===== config.mk =====
export PLATFORM = sky130hd
export DESIGN_NAME = seg_scan_driver
export DESIGN_NICKNAME = d
export VERILOG_FILES = /design/src/rtl/seg_scan_driver_pkg.sv /design/src/rtl/seg_scan_driver_bcd_to_seg.sv /design/src/rtl/seg_scan_driver.sv
export SDC_FILE = /design/constraint.sdc
export NUM_CORES = 1
export LEC_CHECK = 0
export CAP_MARGIN = 20
export CELL_PAD_IN_SITES_DETAIL_PLACEMENT = 0
export CELL_PAD_IN_SITES_GLOBAL_PLACEMENT = 1
export CORE_MARGIN = 2
export CORE_UTILIZATION = 45
export CTS_BUF_LIST = sky130_fd_sc_hd__clkbuf_8
export DETAILED_ROUTE_END_ITERATION = 8
export GPL_TIMING_DRIVEN = 0
export PLACE_DENSITY_LB_ADDON = 0.1
export SLEW_MARGIN = 25
export SYNTH_ARGS = -nofsm -noshare
export SYNTH_HDL_FRONTEND = slang
export SYNTH_SLANG_ARGS = --single-unit

===== constraint.sdc =====
create_clock -name clk -period 2.55 [get_ports clk]
set_input_delay 0.255 -clock clk [delete_from_list [all_inputs] [get_ports clk]]
set_output_delay 0.255 -clock clk [all_outputs]
set_load 0.1 [all_outputs]

===== src/rtl/seg_scan_driver_pkg.sv =====
// ============================================================================
// Module  : seg_scan_driver_pkg
// Brief   : Segment glyphs, digit codes and snapshot type for the scan driver.
// Revision: 1.0 - initial release
// ============================================================================
`default_nettype none

package seg_scan_driver_pkg;

    localparam logic [3:0] CODE_DASH  = 4'd10;
    localparam logic [3:0] CODE_BLANK = 4'd15;

    // Active-low, bit order {dp,g,f,e,d,c,b,a}; dp bit is left off here.
    localparam logic [7:0] SEG_0     = 8'hC0;
    localparam logic [7:0] SEG_1     = 8'hF9;
    localparam logic [7:0] SEG_2     = 8'hA4;
    localparam logic [7:0] SEG_3     = 8'hB0;
    localparam logic [7:0] SEG_4     = 8'h99;
    localparam logic [7:0] SEG_5     = 8'h92;
    localparam logic [7:0] SEG_6     = 8'h82;
    localparam logic [7:0] SEG_7     = 8'hF8;
    localparam logic [7:0] SEG_8     = 8'h80;
    localparam logic [7:0] SEG_9     = 8'h90;
    localparam logic [7:0] SEG_DASH  = 8'hBF;
    localparam logic [7:0] SEG_BLANK = 8'hFF;

    typedef struct packed {
        logic [3:0][3:0] code;
        logic [3:0]      dp;
        logic [3:0]      blink;
        logic            lz;
    } snap_t;

    localparam snap_t SNAP_RESET = '{code: 16'hFFFF, dp: 4'h0, blink: 4'h0, lz: 1'b0};

endpackage

`default_nettype wire


===== src/rtl/seg_scan_driver_bcd_to_seg.sv =====
// ============================================================================
// Module  : bcd_to_seg
// Brief   : Combinational digit-code to active-low segment decoder.
// Revision: 1.0 - initial release
// ============================================================================
`default_nettype none

module bcd_to_seg
    import seg_scan_driver_pkg::*;
(
    input  logic [3:0] code_i,
    input  logic       dp_i,
    output logic [7:0] segs_o
);

    logic [7:0] glyph;

    always_comb begin
        glyph = SEG_BLANK;
        case (code_i)
            4'd0:      glyph = SEG_0;
            4'd1:      glyph = SEG_1;
            4'd2:      glyph = SEG_2;
            4'd3:      glyph = SEG_3;
            4'd4:      glyph = SEG_4;
            4'd5:      glyph = SEG_5;
            4'd6:      glyph = SEG_6;
            4'd7:      glyph = SEG_7;
            4'd8:      glyph = SEG_8;
            4'd9:      glyph = SEG_9;
            CODE_DASH: glyph = SEG_DASH;
            default:   glyph = SEG_BLANK;
        endcase
        segs_o = {~dp_i, glyph[6:0]};
    end

endmodule

`default_nettype wire


===== src/rtl/seg_scan_driver.sv =====
// ============================================================================
// Module  : seg_scan_driver
// Brief   : 4-digit multiplexed 7-segment scanner with frame snapshot,
//           leading-zero suppression and per-digit blink.
// Revision: 1.0 - initial release
// ============================================================================
`default_nettype none

module seg_scan_driver
    import seg_scan_driver_pkg::*;
#(
    parameter int unsigned SCAN_DIV     = 50000,
    parameter int unsigned BLINK_FRAMES = 125
) (
    input  logic       clk,
    input  logic       rst_n,
    input  logic [3:0] in0_i,
    input  logic [3:0] in1_i,
    input  logic [3:0] in2_i,
    input  logic [3:0] in3_i,
    input  logic [3:0] dp_i,
    input  logic [3:0] blink_i,
    input  logic       lz_blank_i,
    output logic [3:0] ssd_ctl_o,
    output logic [7:0] segs_o,
    output logic       frame_tick_o
);

    localparam logic [15:0] DIV_LAST   = 16'(SCAN_DIV - 1);
    localparam logic [7:0]  BLINK_LAST = 8'(BLINK_FRAMES - 1);

    logic [15:0] div_q, div_d;
    logic [1:0]  idx_q, idx_d;
    snap_t       snap_q, snap_d;
    logic [7:0]  frame_cnt_q, frame_cnt_d;
    logic        blink_phase_q, blink_phase_d;
    logic [3:0]  ssd_ctl_q, ssd_ctl_d;
    logic [7:0]  segs_q, segs_d;
    logic        frame_tick_q, frame_tick_d;

    logic        slot_tick;
    logic        snap_load;
    logic        blank;
    logic [3:0]  cur_code;
    logic [7:0]  dec_segs;

    bcd_to_seg u_dec (
        .code_i (cur_code),
        .dp_i   (snap_q.dp[idx_q]),
        .segs_o (dec_segs)
    );

    always_comb begin
        slot_tick     = (div_q == DIV_LAST);
        snap_load     = slot_tick && (idx_q == 2'd3);
        div_d         = slot_tick ? 16'd0 : div_q + 16'd1;
        idx_d         = slot_tick ? idx_q + 2'd1 : idx_q;
        snap_d        = snap_q;
        frame_cnt_d   = frame_cnt_q;
        blink_phase_d = blink_phase_q;
        frame_tick_d  = snap_load;

        // Inputs are captured only at the frame boundary so a frame never tears.
        if (snap_load) begin
            snap_d.code  = {in3_i, in2_i, in1_i, in0_i};
            snap_d.dp    = dp_i;
            snap_d.blink = blink_i;
            snap_d.lz    = lz_blank_i;
            if (frame_cnt_q == BLINK_LAST) begin
                frame_cnt_d   = 8'd0;
                blink_phase_d = ~blink_phase_q;
            end else begin
                frame_cnt_d   = frame_cnt_q + 8'd1;
            end
        end

        cur_code  = snap_q.code[idx_q];
        blank     = (blink_phase_q && snap_q.blink[idx_q]) ||
                    ((idx_q == 2'd3) && snap_q.lz && (snap_q.code[3] == 4'd0));
        ssd_ctl_d = ~(4'b0001 << idx_q);
        segs_d    = blank ? SEG_BLANK : dec_segs;
    end

    always_ff @(posedge clk or negedge rst_n) begin
        if (!rst_n) begin
            div_q         <= 16'd0;
            idx_q         <= 2'd0;
            snap_q        <= SNAP_RESET;
            frame_cnt_q   <= 8'd0;
            blink_phase_q <= 1'b0;
            ssd_ctl_q     <= 4'b1111;
            segs_q        <= SEG_BLANK;
            frame_tick_q  <= 1'b0;
        end else begin
            div_q         <= div_d;
            idx_q         <= idx_d;
            snap_q        <= snap_d;
            frame_cnt_q   <= frame_cnt_d;
            blink_phase_q <= blink_phase_d;
            ssd_ctl_q     <= ssd_ctl_d;
            segs_q        <= segs_d;
            frame_tick_q  <= frame_tick_d;
        end
    end

    assign ssd_ctl_o    = ssd_ctl_q;
    assign segs_o       = segs_q;
    assign frame_tick_o = frame_tick_q;

endmodule

`default_nettype wire


Word level (Yosys, flattened, before mapping)
Memory sizes are Yosys's and may differ from the RTL's.
Cells that the tools add are included.
- $add $sub $neg: 3
- $lt $le $gt $ge: 1
- eq/ne operators: 3
- shift-type cells: 1
- muxes and demuxes: 9
- bitwise logic cells: 3
- reduce and logical (&&, ||, !) cells: 7
- operators by type and width (cell ; count):
    adder 16 x 1 -> 16 bit, second input constant ; 1
    equality test 16 bit, second input constant ; 1
    2-to-1 mux 16 bit ; 1
    2-to-1 mux 8 bit ; 2
    adder 8 x 1 -> 8 bit, second input constant ; 1
    binary-select mux 4 bit (select 2 bit) ; 1
    equality test 8 x 7 -> 1 bit, second input constant ; 1
    binary-select mux 1 bit (select 2 bit) ; 2
    logical AND 1 bit ; 4
    zero test 4 bit ; 1
    2-to-1 mux 4 bit ; 1
    NOT 4 bit ; 1
    left shift 1 x 2 -> 4 bit, first input constant ; 1
    less-than comparator 2 x 3 -> 1 bit, second input constant ; 1
    adder 2 x 1 -> 2 bit, second input constant ; 1
    equality test 2 bit, second input constant ; 1
    2-to-1 mux 1 bit ; 2
    NOT 1 bit ; 2
    AND reduction 2 bit ; 1
    logical OR 1 bit ; 1
- flip-flop bits (word level): 65
- bits in read-only memories: 112
- bits of input ports: 27
- logic and storage cells: 42
- memories: 1
- memories (memory ; words ; width ; rd ports ; clocked after memory_dff ; wr ports ; RTL line ; RTL):
    (no name shown) ; 16 ; 7 ; 1 ; 0 ; 0 ; seg_scan_driver_bcd_to_seg.sv:20 ; case (code_i)

Depth between registers and ports, before layout
- depth after elaboration: 5
- mapped depth: 7
- mapped depth without buffers: 6

Hierarchy
From an unflattened synthesis, not the netlist that was laid out.
- cells, all modules: 257
- area, all modules: 3251.9 um^2
- by module, submodules not included (module ; times used ; cells each ; area an instance (um^2)):
    seg_scan_driver ; 1 ; 223 ; 3021.6
    bcd_to_seg ; 1 ; 34 ; 230.2

Worst setup path after synthesis
No wires, ideal clock.
- kind: reg2reg
- start point: reg idx_q[0]
- end point: reg segs_q[3], in the netlist segs_o[3]
- setup time: 72 ps
- arrival: 1699 ps
- data required time: 2478 ps
- setup slack: 779 ps
- stages on the path, launching flop included: 8
- clock period less this slack: 1771 ps
- cell sequence: dfrtp_1 > buf_6 > mux4_1 > inv_1 > ha_1 > inv_1 > a21oi_1 > o21ai_1
- cells in the longest elaborated chain, start to end: 5
- elaborated cells on any way between the ends: 11
- those cells by class: 1 x eq/ne; 5 x mux; 4 x reduce/logical; 1 x memory
- ends and longest elaborated chain (item ; RTL line ; RTL):
    start, declared ; seg_scan_driver.sv:33 ; logic [1:0] idx_q, idx_d;
    start signal, assigned ; seg_scan_driver.sv:96 ; idx_q <= idx_d;
    parallel branches: the longest is 4 deep, another holds memory read (16 x 7 bit) ; - ;
    2-to-1 mux 8 bit (*) ; seg_scan_driver.sv:81 ; segs_d = blank ? SEG_BLANK : dec_segs;
    via segs_d[3] ; seg_scan_driver.sv:38 ; logic [7:0] segs_q, segs_d;
    end signal, assigned ; seg_scan_driver.sv:101 ; segs_q <= segs_d;
    end, declared ; seg_scan_driver.sv:38 ;
Mark *: on every way through the listed nets, which the timed path passes. The select of a mux whose other input is x is not followed.
A chain may end at the register's enable or synchronous reset.

Worst setup path after layout
- start point: reg segs_q[1], in the netlist segs_o[1]
- end point: out segs_o[1]
- RTL lines (item ; RTL line ; RTL):
    end, declared ; seg_scan_driver.sv:25 ; output logic [7:0] segs_o,
No word-level cell between the ends.

==> metrics.md <==
| Metric | Value |
|---|---|
| Clk slew on worst S/H paths | 70 ps |
| Buf+Inv Stages, Crit Path | 1 |
| Final min period | 2230 ps |
| Final core utilization | 56.3% |
| Placed wire-length estimate | 4120 µm |
| CP required | 2300 ps |
| Sequential share of power | 56.6% |
| Vias/cell | 5.00 |
| Pint | 1.43 mW |
| Post-synth ARST share | 100% |
| DRC violations left | 0 |
| Antenna Nets Post-Route | 0 |
| Seq cells post-synth | 65 |
| Post-synth top area share | 29.8% |
| Routed wire length | 5750 µm |
| Sink Count | 65 |
| Number of enable flip-flop cells after synthesis | 0 |
| Crit-path slowest cell | clkdlybuf4s50_1 |
| Die Wd | 87.1 µm |
| Design Power | 1.83 mW |
| Max-slew headroom | 35.6% |
| Critical Path Sink Type | output port |
| Total CTS buffers | 9 |
| Top Ports | 40 |
| Ant diodes | 0 |
| Final worst-path cycle share | 87.4% |
| Routed WL per cell | 13.3 µm |
| Nets | 386 |
| Critical path type | register to output port |
| Psw | 0.394 mW |
| Row count | 30 |
| Critical path's top delay family | buffers and inverters |
| Sw Share | 21.6% |
| Static leakage | 1.70 nW |
| Synth Flop Type | dfrtp_1 |
| Synth area leader | dfrtp_1 |
| DRT Pass-1 Iters | 4 |
| Filler cell count | 618 |
| Initial DRC Count | 93 |
| Post-Synthesis Mean Instance Area | 10.5 µm² |
| Setup violators final | 0 |
| RSZ-0062 raised after global routing | false |
| Crit Path Max Fanout | 1 |
| Final instance area | 3780 µm² |
| Commonest cells in the netlist | 89 x nand2_1, 37 x dfrtp_1, 28 x dfstp_2, 15 x inv_1, 12 x ha_1 |
| Final RePlAce weighted congestion | 0.722 |
| Syn. warnings | 0 |
| Fin Clk Skew | 10.7 ps |
| Cell Area, Synth | 3100 µm² |
| Placed inst area | 3610 µm² |
| TritonCTS clock tree | yes |
| Initial antenna violation count | 0 |
| Syn_nets | 334 |
| Htree depth | 3 |
| MaxCap Viol Count | 0 |
| CP Data Arrival Time | 1970 ps |
| GRT Resource Usage Total | 17.0% |
| Longest Clk Path Bufs | 2 |
| Die footprint | 7580 µm² |
| Crit path largest cell delay | 1120 ps |
| Comb power frac | 3.5% |
| Setup WS post-layout | 320 ps |
| Max-slew violations | 0 |
| Vias | 2158 |
| First-pass GRT wire length | 9720 µm |
| Clk_lat worst skew | 340 ps |
| Worst Max-Slew Pin Slew | 962 ps |
| Most frequent cell after synthesis | nand2_1 |
| Core box area | 6720 µm² |
| Top area cells in the synthesized netlist | dfrtp_1 30%, dfstp_2 24%, nand2_1 11% |
| Pwr dens | 483 nW/µm² |
| PortBufs | 39 |
| Pre-CTS setup slack | 568 ps |
| CP Launch Type | register |
| Layout area overhead | 21.9% |
| Vias in the first global route | 2024 |
| Die span in y | 87.1 µm |
| Fraction of layout cells with a size suffix above 1 | 16.8% |
| Clk pwr share | 39.9% |
| Post-CTS setup buffers | 0 |
| Grt ovf | 0 |
| Pin count of the biggest net entering global routing | 35 |
| FMAX | 0.449 GHz |
| CTS Root Buffer Type | clkbuf_8 |
| Status | finished clean |
| Synth unique cells | 39 |
| Post-synthesis sequential area ratio | 53.5% |
| Cell chain of the critical path | clkdlybuf4s50_1 |
| Final Hold Viols | 0 |
| Hold Crit Class | input pin to register |
| Cells after Synth | 295 |
| VDD IR max | 0.288 mV |
| Initial Utilization | 46.2% |
==> stage by stage <==
stage	TNS [ps]	hold slack (ps)	std cells
4_1_cts	0	391	432
6_report	0	403	432
2_1_floorplan	0	-40.6	295
3_3_place_gp	-38850	447	414
5_1_grt	0	410	432
3_5_place_dp	0	234	415
==> layout by cell type, fill, tap and decap left out, types with 10 or more instances in the layout <==
cell type        netlist  layout
nor2_1                11      11
nand2_1               89      89
nand3_1               10      10
clkdlybuf4s50_1        0      38
dfstp_2               28      28
inv_1                 15      20
ha_1                  12      12
o21ai_0               11      11
dfrtp_1               37      37
clkbuf_8               0      10
==> power groups by stage <==
stage	combinational [mW]	clock [mW]	sequential (mW)
final	0.0638	0.729	1.03
after global routing	0.0710	0.800	1.03
after CTS	0.0665	0.754	1.03
after detailed placement	0.0647	0	1.05
after global placement	0.0618	0	1.05
after floorplan	0.000435	0	1.05
==> final timing paths <==
check | start | cells past startpoint | to | slack [ps]
setup reg to reg | idx_q[0] | 7 | segs_o[0] | 580
hold / removal | in2_i[0] | 3 | snap_q[17] | 400
min in group asynchronous | rst_n | 2 | frame_cnt_q[3] | 410
max in group asynchronous | rst_n | 3 | snap_q[16] | 1560
hold reg to reg | snap_q[14] | 2 | snap_q[14] | 460
setup / recovery | segs_o[1] | 1 | segs_o[1] | 320
==> state kept, by name (all words and copies together) (netlist names) <==
signal and count:
frame_tick_o 1, div_q 16, idx_q 2, frame_cnt_q 8
snap_q 25, ssd_ctl_o 4, segs_o 8, blink_phase_q 1
==> cell families after synthesis <==
group           count (synthesis)  share of synthesized area (%)
xor+xnor                       14                           3.95
mux                             8                           5.28
fa+ha+maj                      12                           4.84
compound gates                 31                           5.76
buf+inv                        26                           4.76
flops                          65                           53.5
simple gates                  139                           21.9
==> metal layers <==
layer  share of wire (%)  GRT usage (%)  wire length [µm]  vias up
met4                 1.6           8.52                90        0
met3                 3.9           4.17               224        8
met2                  44           24.4              2540       35
li1                    -              -                 -     1091
met1                  50           23.9              2900     1024
met5                   0              0                 0        -
==> cell type report <==
| class | instances | area (µm²) | area share [%] |
|---|---|---|---|
| repair buffers | 41 | 418 | 11.0 |
| clock inverters | 6 | 23.8 | 0.628 |
| plain buffers | 10 | 87.6 | 2.31 |
| well taps | 80 | 100 | 2.65 |
| flip-flops and latches | 65 | 1660 | 43.9 |
| inverters | 16 | 60.1 | 1.59 |
| clock buffers | 10 | 138 | 3.64 |
| multi-input cells | 204 | 1290 | 34.2 |
==> what timing repair did <==
item,in CTS,in global routing
hold endpoints to repair,23,0
gates resized for setup,0,0
setup endpoints to repair,0,0
hold buffers,1,0
Power figures use the tool's default switching activity.
